`config.mk`:
```
export PLATFORM = sky130hd
export DESIGN_NAME = change_dispenser
export DESIGN_NICKNAME = d
export VERILOG_FILES = /design/src/rtl/change_dispenser.sv
export SDC_FILE = /design/constraint.sdc
export NUM_CORES = 1
export LEC_CHECK = 0
export ABC_AREA = 0
export BUFFER_PORTS_ARGS = -buffer_cell sky130_fd_sc_hd__buf_2
export CAP_MARGIN = 15
export CORE_AREA = 2 2 66 68
export DETAILED_ROUTE_END_ITERATION = 8
export DIE_AREA = 0 0 68 70
export GPL_ROUTABILITY_DRIVEN = 1
export GPL_TIMING_DRIVEN = 0
export PLACE_DENSITY = 0.89
export SYNTH_ARGS = -nofsm -noshare
export SYNTH_HDL_FRONTEND = slang
export SYNTH_SLANG_ARGS = --single-unit
export TNS_END_PERCENT = 100
```
`constraint.sdc`:
```
create_clock -name clk -period 4.8 [get_ports clk]
set_clock_uncertainty 0.1 [all_clocks]
set_input_delay 0.24 -clock clk [delete_from_list [all_inputs] [get_ports clk]]
set_output_delay 0.24 -clock clk [all_outputs]
set_load 0.01 [all_outputs]
```
`src/rtl/change_dispenser.sv`:
```
// Change-return engine: greedily ejects the largest eligible coin one handshake at a time,
// tracks per-denomination inventory and reports completion or a short-pay remainder.
module change_dispenser #(
    parameter int WIDTH    = 8,
    parameter int CNT_W    = 4,
    parameter int DEN_HI   = 10,
    parameter int DEN_MID  = 5,
    parameter int DEN_LO   = 1,
    parameter int INIT_INV = 4
) (
    input  logic             clk,
    input  logic             rst,
    input  logic             start,
    input  logic [WIDTH-1:0] amount,
    input  logic             load,
    input  logic [CNT_W-1:0] load_hi,
    input  logic [CNT_W-1:0] load_mid,
    input  logic [CNT_W-1:0] load_lo,
    output logic             coin_valid,
    output logic [1:0]       coin_sel,
    input  logic             coin_ready,
    output logic             busy,
    output logic             done,
    output logic             short,
    output logic [WIDTH-1:0] remaining,
    output logic [CNT_W-1:0] inv_hi,
    output logic [CNT_W-1:0] inv_mid,
    output logic [CNT_W-1:0] inv_lo
);

    typedef enum logic [1:0] {IDLE, SELECT, EJECT, FIN} state_t;

    localparam logic [WIDTH-1:0] HI_V  = WIDTH'(DEN_HI);
    localparam logic [WIDTH-1:0] MID_V = WIDTH'(DEN_MID);
    localparam logic [WIDTH-1:0] LO_V  = WIDTH'(DEN_LO);
    localparam logic [CNT_W-1:0] INV0  = CNT_W'(INIT_INV);

    localparam logic [1:0] SEL_NONE = 2'b00;
    localparam logic [1:0] SEL_LO   = 2'b01;
    localparam logic [1:0] SEL_MID  = 2'b10;
    localparam logic [1:0] SEL_HI   = 2'b11;

    state_t           state;
    logic [WIDTH-1:0] rem;
    logic [1:0]       pick;
    logic [WIDTH-1:0] coin_val;

    // Greedy choice: a coin is eligible only if it fits in rem and is in stock.
    always_comb begin
        // NOTE: default first so every path assigns pick and no latch is inferred.
        pick = SEL_NONE;
        if (rem >= HI_V && inv_hi != '0)
            pick = SEL_HI;
        else if (rem >= MID_V && inv_mid != '0)
            pick = SEL_MID;
        else if (rem >= LO_V && inv_lo != '0)
            pick = SEL_LO;
    end

    always_comb begin
        coin_val = '0;
        case (coin_sel)
            SEL_HI:  coin_val = HI_V;
            SEL_MID: coin_val = MID_V;
            SEL_LO:  coin_val = LO_V;
            default: coin_val = '0;
        endcase
    end

    always_ff @(posedge clk) begin
        // NOTE: state updates use non-blocking assignments so every branch sees pre-edge values.
        if (rst) begin
            state      <= IDLE;
            rem        <= '0;
            coin_valid <= 1'b0;
            coin_sel   <= SEL_NONE;
            busy       <= 1'b0;
            done       <= 1'b0;
            short      <= 1'b0;
            remaining  <= '0;
            inv_hi     <= INV0;
            inv_mid    <= INV0;
            inv_lo     <= INV0;
        end else begin
            done <= 1'b0;
            case (state)
                IDLE: begin
                    if (load) begin
                        inv_hi  <= load_hi;
                        inv_mid <= load_mid;
                        inv_lo  <= load_lo;
                    end
                    if (start) begin
                        rem       <= amount;
                        short     <= 1'b0;
                        remaining <= '0;
                        busy      <= 1'b1;
                        state     <= SELECT;
                    end
                end
                SELECT: begin
                    if (pick != SEL_NONE) begin
                        coin_sel   <= pick;
                        coin_valid <= 1'b1;
                        state      <= EJECT;
                    end else begin
                        // Nothing eligible: either fully paid or out of usable coins.
                        short     <= (rem != '0);
                        remaining <= rem;
                        done      <= 1'b1;
                        state     <= FIN;
                    end
                end
                EJECT: begin
                    if (coin_ready) begin
                        rem <= rem - coin_val;
                        case (coin_sel)
                            SEL_HI:  inv_hi  <= inv_hi - 1'b1;
                            SEL_MID: inv_mid <= inv_mid - 1'b1;
                            SEL_LO:  inv_lo  <= inv_lo - 1'b1;
                            default: ;
                        endcase
                        coin_valid <= 1'b0;
                        coin_sel   <= SEL_NONE;
                        state      <= SELECT;
                    end
                end
                FIN: begin
                    busy  <= 1'b0;
                    state <= IDLE;
                end
                default: state <= IDLE;
            endcase
        end
    end

endmodule

```
==> results.tsv, run 1 <==
stage	metric	value	unit
status	status	completed	
clock_network	clock slew at reported path FFs	0.07	ns
timing	slew at the pin closest to its max-slew limit	0.715	ns
power_and_ir_drop	maximum vdd drop	0.000191	V
floorplan	Core Rows	24	
routing	DR WL/cell	15.3	um
global_route	GRT overflow	0	
synth	Syn Nets	304	
timing	period utilisation layout	53.5	%
clock_network	CTS tree	yes	
synth	yosys warns	0	
routing	drt initial violations	134	
worst_setup_path	worst path arrival time	2.63	ns
global_route	Total GRT Usage	25.9	%
timing	max-slew violation count	0	
layout	design area	2540	um^2
worst_hold_path	Hold Crit Start	amount[1]	
worst_setup_path	Critical Path Sink Type	register	
worst_setup_path	r2r setup slk	2.23	ns
layout	Reg area	721	um^2
placed_design	placed inst area	2450	um^2
synth	Yosys top cell by area	dfxtp_1	
placed_design	placed cells	368	
worst_setup_path	Top cell by count, worst path	inv_1	
timing	Max Clock Freq	0.390	GHz
worst_setup_path	crit-path cells	inv_1 > ha_1 > inv_1 > ha_1 > inv_1 > fa_1 > a21o_1 > a21oi_1 > o21ai_0 > a22oi_1 > nor2_1	
worst_hold_path	Hold Crit Class	in2reg	
timing	Rel. slew slack	52.3	%
clock_network	clk buf depth	2	
synth	ys async rst share	0	%
layout	fraction of layout cells with a size suffix above 1	19.8	%
floorplan	die width	68	um
synth	top cells by count, synth	dfxtp_1, nor2_1, a21oi_1	
layout	nets	360	
clock_network	Post-CTS Hold Buffers	0	
synth	largest cells by area after synthesis	dfxtp_1, ha_1, nor2_1	
timing	worst hold slack	0.120	ns
routing	antenna viol nets, final	0	
routing	via count	2227	
synth	synth unique cells	52	
worst_setup_path	Max FO, Critical Path	6	
timing	Fin. Hold Viols	0	
floorplan	Die ar.	4760	um^2
clock_network	Clock Tree Root	clkbuf_8	
synth	EDFF count, synth	0	
worst_setup_path	critical path's slowest cell	dfxtp_1	
global_route	initial antenna violation count	0	
timing	minimum clock period	2.57	ns
routing	overall routed net length	5740	um
global_route	largest net degree at the start of global routing	11	
power_and_ir_drop	P per Cell Area	328	nW/um^2
flow_run	max cap viols	0	
floorplan	IO Pins	51	
worst_setup_path	Reg-to-Reg Start	coin_sel[0]	
floorplan	Die Y	70	um
synth	Mean Syn Cell Area	8.02	um^2
timing	Finish-stage setup viols	0	
synth	Seq/Total Area, Yosys	33.7	%
worst_setup_path	Req. time, crit path	4.86	ns
clock_network	H-tree depth	2	
global_route	vias in the first global route	2084	
worst_setup_path	critical setup path kind	reg2reg	
clock_network	total CTS buffers	5	
layout	fillers	379	
worst_setup_path	R2R Path End	rem[4]	
placed_design	DP HPWL	4150	um
layout	synth-to-layout area growth	18.7	%
clock_network	Num Clock Sinks	36	
layout	Multi-input gate area	1310	um^2
floorplan	initial core utilization	51.7	%
synth	Synth top area share	33.7	%
clock_network	CTS resizes	0	
clock_network	Post-CTS Setup Inserts	0	
global_route	first-pass GRT wire length	9430	um
power_and_ir_drop	Leak	1.15	nW
routing	DRC	0	
routing	vias per inst	5.92	
floorplan	core area	4140	um^2
synth	#FFs+latches synth	36	
worst_setup_path	Worst Setup SP	coin_sel[0]	
timing	final setup TNS	0	ns
worst_setup_path	worst setup path end	rem[4]	
placed_design	RD Place Congestion	0.892	
worst_setup_path	r2r worst-path depth	11	
timing	unrepaired setup endpoints after global routing	false	
worst_setup_path	Worst path max stage delay	0.45	ns
worst_setup_path	CP Launch Type	register	
synth	Syn Std Cell Area	2140	um^2
clock_network	Clk Latency, worst-skew pair	0.29	ns
layout	final cell count without fillers	376	
routing	First-pass DRT Iterations	5	
synth	Top FF cell, synth	dfxtp_1	
power_and_ir_drop	Pwr Total	0.833	mW
synth	Gate Count Post-Synth	267	
layout	Ant. Diodes	0	
placed_design	port bufs	49	
placed cells by master (no fill, tap or decap), drive strengths merged, types with 6 or more instances in the layout:
master,instances
buf,52
nor2,37
dfxtp,36
a21oi,23
clkbuf,19
nand2,18
o21ai,17
inv,14
ha,11
nand2b,7
and2,7
nor3,7
mux2i,7
a211oi,6
flip-flops by register name, indices dropped and copies added, names as in the netlist:
register and cells:
inv_mid 4, busy 1, inv_lo 4, done 1, rem 8, remaining 8
coin_sel 2, coin_valid 1, inv_hi 4, state 2, short 1
power breakdown:
| part | switching (mW) | internal (mW) |
|---|---|---|
| combinational | 0.150 | 0.107 |
| clock | 0.104 | 0.117 |
| sequential | 0.0319 | 0.323 |
per-layer routing:
| metal | part of all wire, % | GRT usage [%] |
|---|---|---|
| met5 | 0 | 0 |
| met4 | 2.3 | 11.8 |
| met3 | 7.0 | 5.80 |
| met2 | 49 | 40.3 |
| met1 | 41 | 33.5 |
through the flow:
step	util [%]	setup slack, ns
2_1_floorplan	-	2.46
3_3_place_gp	59.1	2.36
3_5_place_dp	59.1	2.27
4_1_cts	61.3	2.27
5_1_grt	61.3	2.02
6_report	61.3	2.23
worst max-delay path, delay by kind of cell (launching register included):
family / cells / cell delay, ns
AOI/OAI and AO/OA: 4 / 0.72
adders and majority gates: 3 / 0.89
buffers and inverters: 3 / 0.23
DFF: 1 / 0.45
and+or+nand+nor: 1 / 0.05
area by class of cell:
type / count / area share [%]
flip-flops and latches: 36 / 28.4
clock buffers: 8 / 3.55
inverters: 14 / 2.07
multi-input cells: 203 / 51.5
plain buffers: 14 / 2.36
repair buffers: 49 / 9.65
well taps: 52 / 2.56
worst min path at each step:
stage,end,depth (start not counted),slack (ns)
floorplan,rem[1],2,0.30
global placement,busy,2,0.34
detailed placement,busy,2,0.36
CTS,rem[1],3,0.12
global route,rem[1],3,0.14
finish,rem[1],3,0.12
kinds of logic (layout without fill, tap and decap cells):
kind of cell / count (synthesis) / count (layout) / share of synthesized area (%)
AND/OR/NAND/NOR: 101 / 101 / 23.8
AO/OA/AOI/OAI: 81 / 81 / 25.5
XOR/XNOR: 1 / 1 / 0.409
adder cells (fa/ha/maj): 12 / 12 / 7.36
flip-flops: 36 / 36 / 33.7
buffers and inverters: 28 / 85 / 5.26
multiplexers: 8 / 8 / 3.97
Note: power is estimated with default switching activity, not from simulation.
==> run 2: changes to the inputs <==
--- a/config.mk
+++ b/config.mk
@@ -8,12 +8,12 @@
 export ABC_AREA = 0
 export BUFFER_PORTS_ARGS = -buffer_cell sky130_fd_sc_hd__buf_2
 export CAP_MARGIN = 15
-export CORE_AREA = 2 2 66 68
+export CORE_AREA = 2 2 67 69
 export DETAILED_ROUTE_END_ITERATION = 8
-export DIE_AREA = 0 0 68 70
+export DIE_AREA = 0 0 69 71
 export GPL_ROUTABILITY_DRIVEN = 1
 export GPL_TIMING_DRIVEN = 0
-export PLACE_DENSITY = 0.89
+export PLACE_DENSITY = 0.87
 export SYNTH_ARGS = -nofsm -noshare
 export SYNTH_HDL_FRONTEND = slang
 export SYNTH_SLANG_ARGS = --single-unit
==> constraint.sdc (replaced) <==
create_clock -name clk -period 2.4 [get_ports clk]
set_clock_uncertainty 0.1 [all_clocks]
set_input_delay 0.12 -clock clk [delete_from_list [all_inputs] [get_ports clk]]
set_output_delay 0.12 -clock clk [all_outputs]
set_load 0.01 [all_outputs]
==> run 2 against run 1 <==
Register-to-register slack got worse by 2.1 ns. Flip-flop and latch count did not move. Sequential power up 100%. Wire length fell by 3.0%. Worst setup slack got worse by 2.1 ns. Hold slack worse by 0.12 ns. Critical path type unchanged. Power up 110%.
==> results.tsv, run 2 (synthesized netlist as in run 1, its figures left out) <==
stage	metric	value	unit
status	status	completed	
floorplan	Core Rows	24	
worst_hold_path	Hold Crit Class	in2reg	
timing	Finish-stage setup viols	0	
floorplan	IO Pins	51	
power_and_ir_drop	maximum vdd drop	0.000348	V
layout	fillers	371	
timing	minimum clock period	2.31	ns
placed_design	placed cells	368	
timing	Max Clock Freq	0.432	GHz
clock_network	Clock Tree Root	clkbuf_8	
timing	Fin. Hold Viols	0	
placed_design	DP HPWL	3960	um
clock_network	Num Clock Sinks	36	
layout	fin util	62.4	%
floorplan	initial core utilization	50.9	%
clock_network	clk buf depth	2	
timing	final setup TNS	0	ns
clock_network	CTS tree	yes	
floorplan	Die ar.	4900	um^2
global_route	largest net degree at the start of global routing	11	
layout	commonest cells after routing, fill and taps aside	buf_2, nor2_1, dfxtp_1	
global_route	Total GRT Usage	22.3	%
clock_network	H-tree depth	2	
global_route	vias in the first global route	1951	
routing	vias per inst	5.88	
layout	synth-to-layout area growth	22.4	%
placed_design	port bufs	49	
power_and_ir_drop	Leak	1.17	nW
global_route	first-pass GRT wire length	8740	um
layout	largest registers	rem x8, remaining x8	
layout	commonest non-fill, non-tap cell in the layout	buf_2	
routing	First-pass DRT Iterations	5	
layout	Ant. Diodes	0	
placed_design	RD Place Congestion	0.905	
timing	Final WS setup	0.0867	ns
power_and_ir_drop	Pwr Total	1.73	mW
clock_network	Clk Latency, worst-skew pair	0.29	ns
floorplan	Die Y	71	um
layout	fraction of layout cells with a size suffix above 1	24.4	%
layout	nets	361	
timing	period utilisation layout	96.4	%
global_route	initial antenna violation count	0	
clock_network	clock slew at reported path FFs	0.07	ns
routing	DRC	0	
routing	drt initial violations	178	
layout	final cell count without fillers	376	
clock_network	total CTS buffers	5	
worst_setup_path	Req. time, crit path	2.52	ns
worst_setup_path	critical setup path kind	reg2reg	
timing	unrepaired setup endpoints after global routing	true	
routing	DR WL/cell	14.8	um
global_route	GRT overflow	0	
routing	via count	2212	
worst_setup_path	Critical Path Sink Type	register	
timing	slew at the pin closest to its max-slew limit	0.749	ns
worst_setup_path	Max FO, Critical Path	6	
routing	antenna viol nets, final	0	
flow_run	max cap viols	0	
worst_setup_path	CP Launch Type	register	
timing	max-slew violation count	0	
routing	overall routed net length	5570	um
timing	Rel. slew slack	50.1	%
floorplan	die width	69	um
power_and_ir_drop	P per Cell Area	661	nW/um^2
worst_setup_path	worst path arrival time	2.43	ns
placed_design	pre-CTS setup slack	-0.108	ns
floorplan	core area	4200	um^2
run 2: cell type report:
class,instances,area [um^2],share of cell area (%)
Multi-Input combinational cell,203,1360,51.8
Sequential cell,36,728,27.8
Timing Repair Buffer,50,253,9.64
Clock buffer,7,96.3,3.68
Tap cell,52,65.1,2.48
Buffer,14,62.6,2.39
Inverter,14,57.6,2.20
run 2: critical path, cell delays in order, from the launching register on:
cell and delay, ns:
dfxtp_4 0.39, inv_4 0.05, ha_4 0.22, inv_4 0.05, ha_4 0.12, inv_2 0.04
fa_2 0.35, a21o_1 0.22, a21o_1 0.19, o31ai_2 0.25, nand2_1 0.10, a21oi_2 0.17
run 2: per-stage QoR:
stage	hold WS [ns]	area, um^2
6_report	0.00499	2620
5_1_grt	0.0128	2620
4_1_cts	0.00524	2560
3_5_place_dp	0.305	2450
3_3_place_gp	0.298	2450
2_1_floorplan	0.183	2140
run 2: repair_timing:
action | 4_1_cts | 5_1_grt
setup buffers | 0 | 1
hold buffers | 0 | 0
endpoints found under the setup margin | 6 | 15
resized for setup | 7 | 15
pin swaps | 0 | 6
run 2: worst paths after layout:
| check | startpoint | endpoint | slack, ns | depth (start not counted) |
|---|---|---|---|---|
| worst max-delay path | coin_sel[0] | rem[6] | 0.09 | 11 |
| worst min-delay path | amount[5] | rem[5] | 0.005 | 3 |
| worst max register to register | coin_sel[0] | rem[6] | 0.09 | 11 |
| worst min register to register | busy | busy | 0.36 | 2 |
run 2: routing by layer:
layer / vias up / part of all wire [%] / track usage [%]
met4: 0 / 1.5 / 8.71
met1: 1032 / 43 / 27.4
met5: - / 0 / 0
li1: 1073 / - / -
met3: 11 / 7.0 / 5.27
met2: 96 / 49 / 37.9
run 2: where the power goes:
part | switching [mW] | total [mW] | internal [mW]
Combinational | 0.312 | 0.551 | 0.239
Sequential | 0.0676 | 0.716 | 0.648
Clock | 0.210 | 0.466 | 0.256
